**src/rtl/uart_pkg.sv**
```systemverilog
// Shared UART definitions: receiver state encoding, frame width and default bit period.
// UART_RX_PARITY_EN adds the PARITY state to the receiver state set.
package uart_pkg;

    localparam int unsigned UART_DATA_BITS       = 8;
    // 100 MHz system clock at 115200 baud; also used by the transmitter.
    localparam int unsigned CLKS_PER_BIT_DEFAULT = 868;

    typedef enum logic [2:0] {
        StIdle,
        StStart,
        StData,
`ifdef UART_RX_PARITY_EN
        StParity,
`endif
        StStop,
        StBreak
    } uart_rx_state_t;

endpackage

```
**src/rtl/sync_2ff.sv**
```systemverilog
// Two-flop synchronizer for asynchronous single- or multi-bit level inputs.
// Reset value is a parameter so idle-high lines (UART rx) come out of reset idle.
module sync_2ff #(
    parameter int unsigned       WIDTH       = 1,
    parameter logic [WIDTH-1:0] RESET_VALUE = '0
) (
    input  logic             i_clk,
    input  logic             i_reset_n,
    input  logic [WIDTH-1:0] i_d,
    output logic [WIDTH-1:0] o_q
);

    logic [WIDTH-1:0] meta_q;
    logic [WIDTH-1:0] sync_q;

    always_ff @(posedge i_clk or negedge i_reset_n) begin
        if (!i_reset_n) begin
            meta_q <= RESET_VALUE;
            sync_q <= RESET_VALUE;
        end else begin
            meta_q <= i_d;
            sync_q <= meta_q;
        end
    end

    assign o_q = sync_q;

endmodule

```
**src/rtl/uart_rx.sv**
```systemverilog
// UART receiver: 8 data bits, LSB first, one stop bit, mid-bit sampling, one-byte holding register.
// Define UART_RX_PARITY_EN to add an even-parity bit between bit 7 and the stop bit.
module uart_rx
    import uart_pkg::*;
#(
    parameter int unsigned CLKS_PER_BIT = CLKS_PER_BIT_DEFAULT
) (
    input  logic       i_clk,
    input  logic       i_reset_n,
    input  logic       i_rx,
    output logic [7:0] o_data,
    output logic       o_valid,
    input  logic       i_ready,
    output logic       o_frame_err,
    output logic       o_overrun,
    output logic       o_parity_err,
    output logic       o_busy
);

    localparam int unsigned     CNT_W     = $clog2(CLKS_PER_BIT);
    // Counter expires at zero, so a period of N cycles loads N-1.
    localparam logic [CNT_W-1:0] FULL_LOAD = CNT_W'(CLKS_PER_BIT - 1);
    localparam logic [CNT_W-1:0] HALF_LOAD = CNT_W'(CLKS_PER_BIT / 2 - 1);
    localparam logic [2:0]       LAST_BIT  = 3'(UART_DATA_BITS - 1);

    logic                      rx_s;
    uart_rx_state_t            state_q;
    logic [CNT_W-1:0]          cnt_q;
    logic [2:0]                idx_q;
    logic [UART_DATA_BITS-1:0] shift_q;
    logic [UART_DATA_BITS-1:0] data_q;
    logic                      valid_q;
    logic                      frame_err_q;
    logic                      overrun_q;
    logic                      cnt_done;

    sync_2ff #(
        .WIDTH       (1),
        .RESET_VALUE (1'b1)
    ) u_rx_sync (
        .i_clk     (i_clk),
        .i_reset_n (i_reset_n),
        .i_d       (i_rx),
        .o_q       (rx_s)
    );

    assign cnt_done = (cnt_q == '0);

`ifdef UART_RX_PARITY_EN
    logic parity_err_q;
    logic par_bad_q;
`endif

    always_ff @(posedge i_clk or negedge i_reset_n) begin
        if (!i_reset_n) begin
            state_q     <= StIdle;
            cnt_q       <= '0;
            idx_q       <= '0;
            shift_q     <= '0;
            data_q      <= '0;
            valid_q     <= 1'b0;
            frame_err_q <= 1'b0;
            overrun_q   <= 1'b0;
`ifdef UART_RX_PARITY_EN
            parity_err_q <= 1'b0;
            par_bad_q    <= 1'b0;
`endif
        end else begin
            frame_err_q <= 1'b0;
            overrun_q   <= 1'b0;
`ifdef UART_RX_PARITY_EN
            parity_err_q <= 1'b0;
`endif
            // A load later in this block overrides the clear (simultaneous drain and fill).
            if (valid_q && i_ready) begin
                valid_q <= 1'b0;
            end

            unique case (state_q)
                StIdle: begin
                    if (!rx_s) begin
                        state_q <= StStart;
                        cnt_q   <= HALF_LOAD;
                    end
                end

                StStart: begin
                    if (cnt_done) begin
                        if (rx_s) begin
                            state_q <= StIdle;
                        end else begin
                            state_q <= StData;
                            idx_q   <= '0;
                            cnt_q   <= FULL_LOAD;
`ifdef UART_RX_PARITY_EN
                            par_bad_q <= 1'b0;
`endif
                        end
                    end else begin
                        cnt_q <= cnt_q - CNT_W'(1);
                    end
                end

                StData: begin
                    if (cnt_done) begin
                        shift_q[idx_q] <= rx_s;
                        cnt_q          <= FULL_LOAD;
                        if (idx_q == LAST_BIT) begin
`ifdef UART_RX_PARITY_EN
                            state_q <= StParity;
`else
                            state_q <= StStop;
`endif
                        end else begin
                            idx_q <= idx_q + 3'd1;
                        end
                    end else begin
                        cnt_q <= cnt_q - CNT_W'(1);
                    end
                end

`ifdef UART_RX_PARITY_EN
                StParity: begin
                    if (cnt_done) begin
                        // Even parity: data bits plus parity bit must XOR to zero.
                        if (^{shift_q, rx_s}) begin
                            parity_err_q <= 1'b1;
                            par_bad_q    <= 1'b1;
                        end
                        cnt_q   <= FULL_LOAD;
                        state_q <= StStop;
                    end else begin
                        cnt_q <= cnt_q - CNT_W'(1);
                    end
                end
`endif

                StStop: begin
                    if (cnt_done) begin
                        if (rx_s) begin
                            state_q <= StIdle;
`ifdef UART_RX_PARITY_EN
                            if (!par_bad_q) begin
`else
                            begin
`endif
                                if (valid_q && !i_ready) begin
                                    overrun_q <= 1'b1;
                                end else begin
                                    data_q  <= shift_q;
                                    valid_q <= 1'b1;
                                end
                            end
                        end else begin
                            frame_err_q <= 1'b1;
                            state_q     <= StBreak;
                        end
                    end else begin
                        cnt_q <= cnt_q - CNT_W'(1);
                    end
                end

                StBreak: begin
                    // Hold off new starts until the line returns to idle.
                    if (rx_s) begin
                        state_q <= StIdle;
                    end
                end

                default: state_q <= StIdle;
            endcase
        end
    end

    assign o_data      = data_q;
    assign o_valid     = valid_q;
    assign o_frame_err = frame_err_q;
    assign o_overrun   = overrun_q;
    assign o_busy      = (state_q != StIdle);
`ifdef UART_RX_PARITY_EN
    assign o_parity_err = parity_err_q;
`else
    assign o_parity_err = 1'b0;
`endif

endmodule
```
**config.mk**
```make
export PLATFORM = sky130hd
export DESIGN_NAME = uart_rx
export DESIGN_NICKNAME = d
export VERILOG_FILES = /design/src/rtl/uart_pkg.sv /design/src/rtl/sync_2ff.sv /design/src/rtl/uart_rx.sv
export SDC_FILE = /design/constraint.sdc
export NUM_CORES = 1
export LEC_CHECK = 0
export ABC_AREA = 1
export CORE_MARGIN = 5
export CORE_UTILIZATION = 25
export DETAILED_ROUTE_END_ITERATION = 6
export DONT_BUFFER_PORTS = 1
export HOLD_SLACK_MARGIN = 0.08
export PLACE_DENSITY = 0.36
export RECOVER_POWER = 100
export SLEW_MARGIN = 20
export SYNTH_ARGS = -nofsm -noshare
export SYNTH_HDL_FRONTEND = slang
export SYNTH_SLANG_ARGS = --single-unit
```
**constraint.sdc**
```tcl
create_clock -name i_clk -period 2.1 [get_ports i_clk]
set_input_delay 0.63 -clock i_clk [delete_from_list [all_inputs] [get_ports i_clk]]
set_output_delay 0.63 -clock i_clk [all_outputs]
set_load 0.02 [all_outputs]
```
==> metrics.yaml <==
die:
  fp.coreArea_sq_um: 8130
  die_x_um: 101
  initial_core_util: 0.254
  ios: 17
  row_count: 33
  dieArea_sq_um: 10200
  die_y_um: 101
logic_synthesis:
  syn-mean-instance-area_sq_um: 7.92
  synthesis.nets: 269
  synthDominantCellAreaShare: 0.424
  ys_ff_latch: 37
  yosys_warnings: 0
  synth_area_sq_um: 2070
  synth_seq_area_share: 0.449
  netlist_instances: 261
  synthDistinctLibCells: 26
  synth_area_leader_cell: "dfrtp_1"
  synthTopCellsByArea: "dfrtp_1, nand2_1, o21ai_1"
worst_setup_path:
  r2r_slack_ns: 0.32
  crit_required_ns: 1.47
  end_kind: "output port"
  critPathBufInv: 0
  critPathMaxStageDelay_ns: 0.46
  crit_path_max_fanout: 6
  cp.arrival_ns: 1.22
  cpLargestDelayFamily: "simple AND/OR/NAND/NOR gates"
  critical_path_class: "flop to output port"
  reg2reg_depth: 8
  crit_path_cell_trace: "nor2_1 -> nand2_1"
  slowest_stage: "dfrtp_1"
  regToRegEndpoint: "o_data[1]$_DFFE_PN0P_"
  start_kind: "flop"
  r2r_start: "cnt_q[0]$_DFFE_PN0P_"
finish:
  layout.nets: 273
  final_common_cell: "nand2_1"
  final_cell_mix: "nand2_1, dfrtp_1, nor2_1"
  drive_gt1_frac: 0.165
  diodes: 0
  syn2layout_area_growth_pct: 9.50
route:
  vias_per_cell: 4.31
  vias: 1598
  wl_per_cell_um: 13.1
  finalWirelength_mm: 4.84
  drtAntennaViolNets: 0
  drt_iter0_markers: 74
  drtPass1Iterations: 4
  drc: 0
timing:
  rsz0062_at_grt: "false"
  slew_viol_final: 0
  period_needed_ns: 1.85
  worstMarginPinSlew_ns: 0.953
  final_hold_viol_count: 0
  fin_skew_ns: 0.00556
  max_freq_mhz: 539
  hold-worst-slack_ns: 0.176
  setup_violations: 0
  tns_ns: 0
  fin_crit_sh: 0.883
  slew-limit-headroom: 0.365
power:
  p_seq_frac: 0.521
  power.share.clock: 0.464
  combinationalPowerShare: 0.015
  p_leak_nw: 1.09
  swShare: 0.223
  ir_worst_vdd_mv: 0.295
  intPower_w: 0.00107
  powerDensity_nw_per_um2: 610
  power.net_switching_w: 0.000308
clocking:
  h-tree-depth: 2
  root_buffer: "clkbuf_8"
  insertion_delay_ns: 0.29
  cts_resized: 0
  cts_buffer_depth: 2
  cts_tree: "yes"
  cts_buffers: 5
  cts_setup_buffers: 0
  clk_pin_slew_ns: 0.08
  cts.sinks: 37
min_path:
  hold_class: "input pin to async pin"
global_route:
  groute.usage.overall: 0.104
  antenna_found_initial: 0
  overflow: 0
  grt_pass1_vias: 1614
  grt_pass1_wl_mm: 8.14
  grt_max_degree: 36
status:
  status: "completed"
place:
  portBuffers: 0
  hpwlAfterDp_mm: 3.53
  place_congestion: 0.792
run:
  cap_violations: 0
-- per-stage QoR --
stage,power [W],instance area [sq um],cells,worst slack (ns),util
floorplan,0.000740,2070,261,0.632,-
global placement,0.000741,2170,362,0.398,0.266
detailed placement,0.000741,2170,362,0.408,0.266
CTS,0.00143,2300,371,0.283,0.283
global route,0.00144,2260,371,0.135,0.278
finish,0.00138,2260,371,0.246,0.278
-- cells in the mapped netlist --
cell and count:
a21oi_2 5, o21ai_1 23, buf_2 1, nor2_1 21
nand4_1 7, nand3_1 17, buf_4 1, o21ai_0 2
nand3_4 2, clkbuf_1 1, a21oi_1 2, dfstp_2 2
ha_1 4, inv_2 11, buf_6 2, nor2_4 5
xor2_1 3, nor2_2 10, inv_1 17, a31oi_2 1
nor2_8 1, conb_1 1, dfrtp_1 35, nand2_2 4
o21ai_2 1, nand2_1 82
-- layout make-up --
class	instances	area [sq um]
Fill cell	872	5870
Multi-Input combinational cell	191	971
Sequential cell	37	928
Tap cell	105	131
Inverter	28	105
Clock buffer	5	68.8
Clock inverter	3	46.3
Timing Repair Buffer	2	12.5
-- power groups by stage --
stage	combinational, W	clock, W	sequential [W]
after CTS	0.0000263	0.000679	0.000720
final	0.0000213	0.000641	0.000719
after global placement	0.00000736	0	0.000734
after detailed placement	0.00000713	0	0.000734
after floorplan	0.0000101	0	0.000730
after global routing	0.0000251	0.000697	0.000720
-- sequential cells by signal, indices dropped and copies added (netlist names) --
signal,flops
o_data,8
state_q,3
o_overrun,1
o_frame_err,1
o_valid,1
u_rx_sync.o_q,1
cnt_q,10
shift_q,8
u_rx_sync.meta_q,1
idx_q,3
-- worst max-delay path by stage --
stage,start,to,slack [ns],depth (start not counted)
floorplan,u_rx_sync.o_q$_DFF_PN1_,cnt_q[4]$_DFFE_PN0P_,0.63,9
global placement,cnt_q[0]$_DFFE_PN0P_,o_data[3]$_DFFE_PN0P_,0.40,8
detailed placement,cnt_q[0]$_DFFE_PN0P_,o_data[2]$_DFFE_PN0P_,0.41,8
CTS,state_q[2]$_DFFE_PN0P_,o_busy,0.28,2
global route,cnt_q[0]$_DFFE_PN0P_,o_data[6]$_DFFE_PN0P_,0.13,8
finish,state_q[2]$_DFFE_PN0P_,o_busy,0.25,2
-- worst reg2reg max path: cells and delay by family (launching register included) --
family	cells	cell delay [ns]
adder cells (fa/ha/maj)	1	0.22
AND/OR/NAND/NOR	6	0.97
flip-flops	1	0.40
buffers and inverters	1	0.14
-- layer usage --
metal	vias up	wire, um	global-route usage	share of wire
li1	846	-	-	-
met1	727	2390	0.133	0.49
met2	20	2180	0.167	0.45
met3	5	206	0.0318	0.043
met4	0	65	0.0337	0.013
met5	-	0	0	0
-- timing repair --
| action | 4_1_cts | 5_1_grt |
|---|---|---|
| setup endpoints to repair | 0 | 0 |
| hold buffers | 1 | 0 |
| hold endpoints to repair | 35 | 0 |
-- cells by family after synthesis --
kind of cell / share of synthesized area
compound gates: 0.0969
xor+xnor: 0.0127
buf+inv: 0.0696
other cells: 0.00181
simple gates: 0.346
flops: 0.449
fa+ha+maj: 0.0242
Note: power is estimated with default switching activity, not from simulation.
